==> src/rtl/pin_capture_pkg.sv <==
// Shared types for the pin capture writer: FSM state encoding and buffer depth helper.
package pin_capture_pkg;

    typedef enum logic [1:0] {
        IDLE,
        ARMED,
        CAPTURE,
        DONE
    } cap_state_t;

    function automatic int unsigned depth_of(input int unsigned addr_w);
        return 32'd1 << addr_w;
    endfunction

endpackage

==> src/rtl/capture_ram.sv <==
// Simple dual-port sample buffer: one write port, one registered read port (read-before-write).
module capture_ram
    import pin_capture_pkg::*;
#(
    parameter int unsigned NUM_BITS = 1,
    parameter int unsigned ADDR_W   = 8
) (
    input  logic                clk,
    input  logic                rst,
    input  logic                we,
    input  logic [ADDR_W-1:0]   wr_addr,
    input  logic [NUM_BITS-1:0] wr_data,
    input  logic [ADDR_W-1:0]   rd_addr,
    output logic [NUM_BITS-1:0] rd_data
);

    localparam int unsigned DEPTH = depth_of(ADDR_W);

    logic [NUM_BITS-1:0] mem [DEPTH];
    logic [NUM_BITS-1:0] rd_data_d;
    logic [NUM_BITS-1:0] rd_data_q;

    always_ff @(posedge clk) begin
        if (we) begin
            mem[wr_addr] <= wr_data;
        end
    end

    always_comb begin
        rd_data_d = mem[rd_addr];
    end

    // Same-address read/write returns the old word since the array updates after this sample.
    always_ff @(posedge clk or posedge rst) begin
        if (rst) begin
            rd_data_q <= '0;
        end else begin
            rd_data_q <= rd_data_d;
        end
    end

    assign rd_data = rd_data_q;

endmodule

==> src/rtl/pin_capture_writer.sv <==
// Registers input pins and writes DEPTH samples into a buffer after arm plus a pin-edge trigger.
// Optional pre-trigger history is enabled by defining PIN_CAPTURE_PRETRIG_EN.
module pin_capture_writer
    import pin_capture_pkg::*;
#(
    parameter int unsigned NUM_BITS    = 1,
    parameter int unsigned ADDR_W      = 8,
    parameter int unsigned PRE_SAMPLES = 16
) (
    input  logic                clk,
    input  logic                rst,
    input  logic [NUM_BITS-1:0] pin_in,
    input  logic                arm,
    input  logic [NUM_BITS-1:0] trig_mask,
    input  logic [ADDR_W-1:0]   rd_addr,
    output logic [NUM_BITS-1:0] rd_data,
    output logic                busy,
    output logic                done,
    output logic [ADDR_W:0]     wr_count,
    output logic [ADDR_W-1:0]   trig_pos
);

    localparam int unsigned DEPTH = depth_of(ADDR_W);
    localparam int unsigned CNT_W = ADDR_W + 1;

    if (PRE_SAMPLES >= DEPTH) begin : g_pre_check
        $error("PRE_SAMPLES must be smaller than the buffer depth");
    end

    cap_state_t          state_q, state_d;
    logic [NUM_BITS-1:0] samp_q, samp_d;
    logic [NUM_BITS-1:0] prev_q, prev_d;
    logic [ADDR_W-1:0]   wr_ptr_q, wr_ptr_d;
    logic [CNT_W-1:0]    wr_count_q, wr_count_d;
    logic [ADDR_W-1:0]   trig_pos_q, trig_pos_d;
    logic                settle_q, settle_d;
    logic                busy_q, busy_d;
    logic                done_q, done_d;
    logic                we_c;
    logic                trig_hit_c;

`ifdef PIN_CAPTURE_PRETRIG_EN
    localparam int unsigned POST = DEPTH - PRE_SAMPLES;

    logic [CNT_W-1:0] post_q, post_d;
    logic [CNT_W-1:0] wr_count_sat_c;

    assign wr_count_sat_c = (wr_count_q == CNT_W'(DEPTH)) ? wr_count_q : wr_count_q + CNT_W'(1);
`endif

    assign trig_hit_c = (trig_mask == '0) || (|((samp_q ^ prev_q) & trig_mask));

    always_ff @(posedge clk or posedge rst) begin
        if (rst) begin
            state_q    <= IDLE;
            samp_q     <= '0;
            prev_q     <= '0;
            wr_ptr_q   <= '0;
            wr_count_q <= '0;
            trig_pos_q <= '0;
            settle_q   <= 1'b0;
            busy_q     <= 1'b0;
            done_q     <= 1'b0;
`ifdef PIN_CAPTURE_PRETRIG_EN
            post_q     <= '0;
`endif
        end else begin
            state_q    <= state_d;
            samp_q     <= samp_d;
            prev_q     <= prev_d;
            wr_ptr_q   <= wr_ptr_d;
            wr_count_q <= wr_count_d;
            trig_pos_q <= trig_pos_d;
            settle_q   <= settle_d;
            busy_q     <= busy_d;
            done_q     <= done_d;
`ifdef PIN_CAPTURE_PRETRIG_EN
            post_q     <= post_d;
`endif
        end
    end

    always_comb begin
        state_d    = state_q;
        samp_d     = pin_in;
        prev_d     = samp_q;
        wr_ptr_d   = wr_ptr_q;
        wr_count_d = wr_count_q;
        trig_pos_d = trig_pos_q;
        settle_d   = 1'b0;
        we_c       = 1'b0;
`ifdef PIN_CAPTURE_PRETRIG_EN
        post_d     = post_q;
`endif
        case (state_q)
            IDLE, DONE: begin
                if (arm) begin
                    state_d    = ARMED;
                    wr_ptr_d   = '0;
                    wr_count_d = '0;
                    settle_d   = 1'b1;
`ifdef PIN_CAPTURE_PRETRIG_EN
                    post_d     = '0;
`endif
                end
            end
            ARMED: begin
`ifdef PIN_CAPTURE_PRETRIG_EN
                // History keeps rolling; trigger waits until PRE_SAMPLES writes are in the buffer.
                we_c       = 1'b1;
                wr_ptr_d   = wr_ptr_q + ADDR_W'(1);
                wr_count_d = wr_count_sat_c;
                if (!settle_q && trig_hit_c && (wr_count_q >= CNT_W'(PRE_SAMPLES))) begin
                    trig_pos_d = wr_ptr_q;
                    post_d     = CNT_W'(1);
                    state_d    = (POST == 1) ? DONE : CAPTURE;
                end
`else
                if (!settle_q && trig_hit_c) begin
                    we_c       = 1'b1;
                    wr_ptr_d   = wr_ptr_q + ADDR_W'(1);
                    wr_count_d = CNT_W'(1);
                    trig_pos_d = wr_ptr_q;
                    state_d    = CAPTURE;
                end
`endif
            end
            CAPTURE: begin
                we_c     = 1'b1;
                wr_ptr_d = wr_ptr_q + ADDR_W'(1);
`ifdef PIN_CAPTURE_PRETRIG_EN
                wr_count_d = wr_count_sat_c;
                post_d     = post_q + CNT_W'(1);
                if (post_d == CNT_W'(POST)) begin
                    state_d = DONE;
                end
`else
                wr_count_d = wr_count_q + CNT_W'(1);
                if (wr_count_d == CNT_W'(DEPTH)) begin
                    state_d = DONE;
                end
`endif
            end
            default: state_d = IDLE;
        endcase
        busy_d = (state_d == ARMED) || (state_d == CAPTURE);
        done_d = (state_d == DONE);
    end

    capture_ram #(
        .NUM_BITS (NUM_BITS),
        .ADDR_W   (ADDR_W)
    ) u_ram (
        .clk     (clk),
        .rst     (rst),
        .we      (we_c),
        .wr_addr (wr_ptr_q),
        .wr_data (samp_q),
        .rd_addr (rd_addr),
        .rd_data (rd_data)
    );

    assign busy     = busy_q;
    assign done     = done_q;
    assign wr_count = wr_count_q;
    assign trig_pos = trig_pos_q;

endmodule
==> config.mk <==
export PLATFORM = sky130hd
export DESIGN_NAME = pin_capture_writer
export DESIGN_NICKNAME = d
export VERILOG_FILES = /design/src/rtl/pin_capture_pkg.sv /design/src/rtl/capture_ram.sv /design/src/rtl/pin_capture_writer.sv
export SDC_FILE = /design/constraint.sdc
export NUM_CORES = 1
export LEC_CHECK = 0
export BUFFER_PORTS_ARGS = -buffer_cell sky130_fd_sc_hd__buf_4
export CORE_MARGIN = 4
export CORE_UTILIZATION = 40
export CTS_CLUSTER_SIZE = 10
export DETAILED_ROUTE_END_ITERATION = 8
export HOLD_SLACK_MARGIN = 0.05
export PLACE_DENSITY = 0.65
export RECOVER_POWER = 50
export SYNTH_ARGS = -nofsm -noshare
export SYNTH_HDL_FRONTEND = slang
export SYNTH_SLANG_ARGS = --single-unit
==> constraint.sdc <==
create_clock -name clk -period 10.2 [get_ports clk]
set_input_delay 2.04 -clock clk [delete_from_list [all_inputs] [get_ports clk]]
set_output_delay 2.04 -clock clk [all_outputs]
set_load 0.01 [all_outputs]
==> flow_metrics.tcl <==
set metrics [dict create \
    start_util_pct 40.5 \
    final_hold_viol_count 0 \
    worstPathCellList "clkbuf_1" \
    port_buffers 32 \
    cts_buffer_depth 3 \
    antenna_left 0 \
    grt_max_degree 115 \
    synth_nets 975 \
    power.leakage_nw 4.58 \
    finalWirelength_mm 28.7 \
    grt-ovfl-total 0 \
    synth_ff_type "edfxtp_1" \
    insertion_delay_ps 510 \
    first_pass_iters 5 \
    drc 0 \
    drive_gt1_share_pct 12.4 \
    hpwl_mm 16.9 \
    endpoint_kind "flip-flop" \
    hold_depth 2 \
    synth.distinct_cells 50 \
    max_freq_mhz 194 \
    clk_pin_slew_ps 50 \
    worstHoldPathType "flip-flop to flip-flop" \
    diodes 0 \
    synth_top_area_share_pct 60.3 \
    ir_worst_vdd_mv 0.139 \
    critPathRequiredTime_ps 9890 \
    nets 984 \
    cp-start-kind "flip-flop" \
    antenna_found_initial 0 \
    synth-edff-count 256 \
    final_area_mm2 0.0142 \
    cp_max_fo 114 \
    max_slew.worst_pin.slew_ps 4200 \
    critical-path-top-delay-family "buffers and inverters" \
    core_area_mm2 0.0315 \
    fin_crit_sh_pct 50.4 \
    gr-max-usage-layer "met2" \
    critPathMaxStageDelay_ps 3000 \
    synth.top_cells.by_count "nor2_1, edfxtp_1, mux2i_1" \
    grt_usage_pct 16.4 \
    failed_checks "capacitance limit, slew limit" \
    place_area_mm2 0.0132 \
    n_fill_cell 2780 \
    yosysTopAreaCell "edfxtp_1" \
    reg2reg_depth 1 \
    vias 7707 \
    drtIter0Drc 652 \
    grt_pass1_vias 7811 \
    clock_skew_ps 22.6 \
    cts.hold.buffers_added 0 \
    grtUsageMet3_pct 2.53 \
    slowest_stage "clkbuf_1" \
    h-tree-depth 2 \
    cts-buffers-inserted 35 \
    die_area_mm2 0.0348 \
    path_depth 1 \
    ys_warn_count 0 \
    drv_slew 250 \
    pin_count 33 \
    grt_pass1_wl_mm 44.9 \
    p_per_area_mw_per_mm2 202 \
    syn_to_final_growth_pct 11.3 \
    synth_cells 952 \
    vias_per_cell 5.59 \
    met2_usage_pct 27.6 \
    status "finished, violations left" \
    syn_avg_cell_area_um2 13.4 \
    clockRootBuffer "clkbuf_16" \
    synthArstFlopShare_pct 11.4 \
    cts_setup_buffers 0 \
    worst_ep_arrival_time_ps 4840 \
    relSlewSlack_pct -180 \
    synth_top_cells_by_area "edfxtp_1, nor2_1, mux4_2" \
    ys_seq_area_share_pct 66.8 \
    die_h_um 187 \
    cts_resized 0 \
    synth.most_common_cell "nor2_1" \
    min_period_ps 5140 \
    wl_per_cell_um 20.8 \
    met1_usage_pct 22.4 \
    grt_setup_unrepaired "no" \
    cts.sinks 289 \
    maxCapViolations 3 \
    rows 65 \
    path_class "flip-flop to flip-flop" \
    worst-path-buf-inv 1 \
    fin_tns_setup_ps 0 \
    netlist_area_mm2 0.0127 \
    setup_viol 0 \
    cts_tree "yes" \
    die_w_um 187 \
    finalWeightedCongestion 0.795 \
    yosys_register_bits 289 \
]
==> where the power goes <==
| group | switching (W) | internal (W) |
|---|---|---|
| clock network | 0.000447 | 0.000645 |
| logic | 0.000300 | 0.000123 |
| registers | 0.0000315 | 0.00132 |
| total | 0.000779 | 0.00209 |
==> layout by cell type, fill, tap and decap left out, types with 3 or more instances in the layout <==
| master | n |
|---|---|
| nor2_1 | 282 |
| edfxtp_1 | 256 |
| mux2i_1 | 51 |
| mux4_2 | 41 |
| nand2_1 | 40 |
| clkbuf_16 | 36 |
| dfrtp_1 | 33 |
| buf_4 | 32 |
| o22ai_1 | 23 |
| o21ai_0 | 17 |
| clkbuf_1 | 17 |
| nand3_1 | 15 |
| inv_1 | 11 |
| ha_1 | 10 |
| nor4_1 | 9 |
| nor2b_1 | 8 |
| nor3_1 | 8 |
| a22oi_1 | 8 |
| a21oi_1 | 7 |
| a22o_1 | 7 |
| xnor2_1 | 6 |
| nand2b_1 | 6 |
| mux2_2 | 6 |
| nand3b_1 | 5 |
| o31ai_1 | 4 |
| a31oi_1 | 4 |
| and2_1 | 3 |
==> state kept, by name (all words and copies together) (netlist names) <==
name / count
busy: 1
done: 1
prev_d: 1
prev_q: 1
settle_q: 1
state_q: 2
trig_pos: 8
u_ram.mem: 256
u_ram.rd_data: 1
wr_count: 9
wr_ptr_q: 8
==> worst paths after layout <==
kind	from	endpoint	slack, ps
min reg2reg	trig_pos[0]$_DFFE_PP0P_	trig_pos[0]$_DFFE_PP0P_	490
max in group asynchronous	rst	state_q[0]$_DFF_PP0_	6730
max	prev_d$_DFF_PP0_	u_ram.mem[128]$_DFFE_PP_	5060
min	trig_pos[0]$_DFFE_PP0P_	trig_pos[0]$_DFFE_PP0P_	490
max reg2reg	prev_d$_DFF_PP0_	u_ram.mem[128]$_DFFE_PP_	5060
min in group asynchronous	rst	u_ram.rd_data$_DFF_PP0_	2290
==> metal layers <==
| layer | vias to the layer above | part of all wire (%) |
|---|---|---|
| li1 | 3505 | - |
| met1 | 3952 | 44 |
| met2 | 212 | 49 |
| met3 | 38 | 5.1 |
| met4 | 0 | 1.8 |
| met5 | - | 0 |
==> metrics by stage <==
step / setup slack (ps) / hold slack (ps) / utilization, % / total power [W] / std cells
6_report: 5060 / 490 / 45.1 / 0.00287 / 1379
5_1_grt: 4590 / 521 / 45.1 / 0.00298 / 1379
4_1_cts: 5740 / 498 / 45.1 / 0.00290 / 1379
3_5_place_dp: 5240 / 485 / 42.0 / 0.00180 / 1326
3_3_place_gp: 5320 / 477 / 42.0 / 0.00179 / 1326
2_1_floorplan: 4820 / 516 / - / 0.00165 / 952
==> final cells by class <==
class / instances / area [µm²] / share of cell area (%)
multi-input cells: 587 / 3870 / 27.3
well taps: 402 / 503 / 3.55
repair buffers: 37 / 267 / 1.88
clock inverters: 3 / 32.5 / 0.229
clock buffers: 50 / 953 / 6.72
inverters: 11 / 41.3 / 0.291
flip-flops and latches: 289 / 8510 / 60.0
==> cells by family after synthesis <==
family          Yosys count  synth area share (%)
mux                      99                  12.0
fa+ha+maj                10                 0.982
flops                   289                  66.8
compound gates           88                  4.65
buf+inv                  76                  2.78
simple gates            383                  12.3
xor+xnor                  7                 0.481
(Power assumes the default switching activity.)
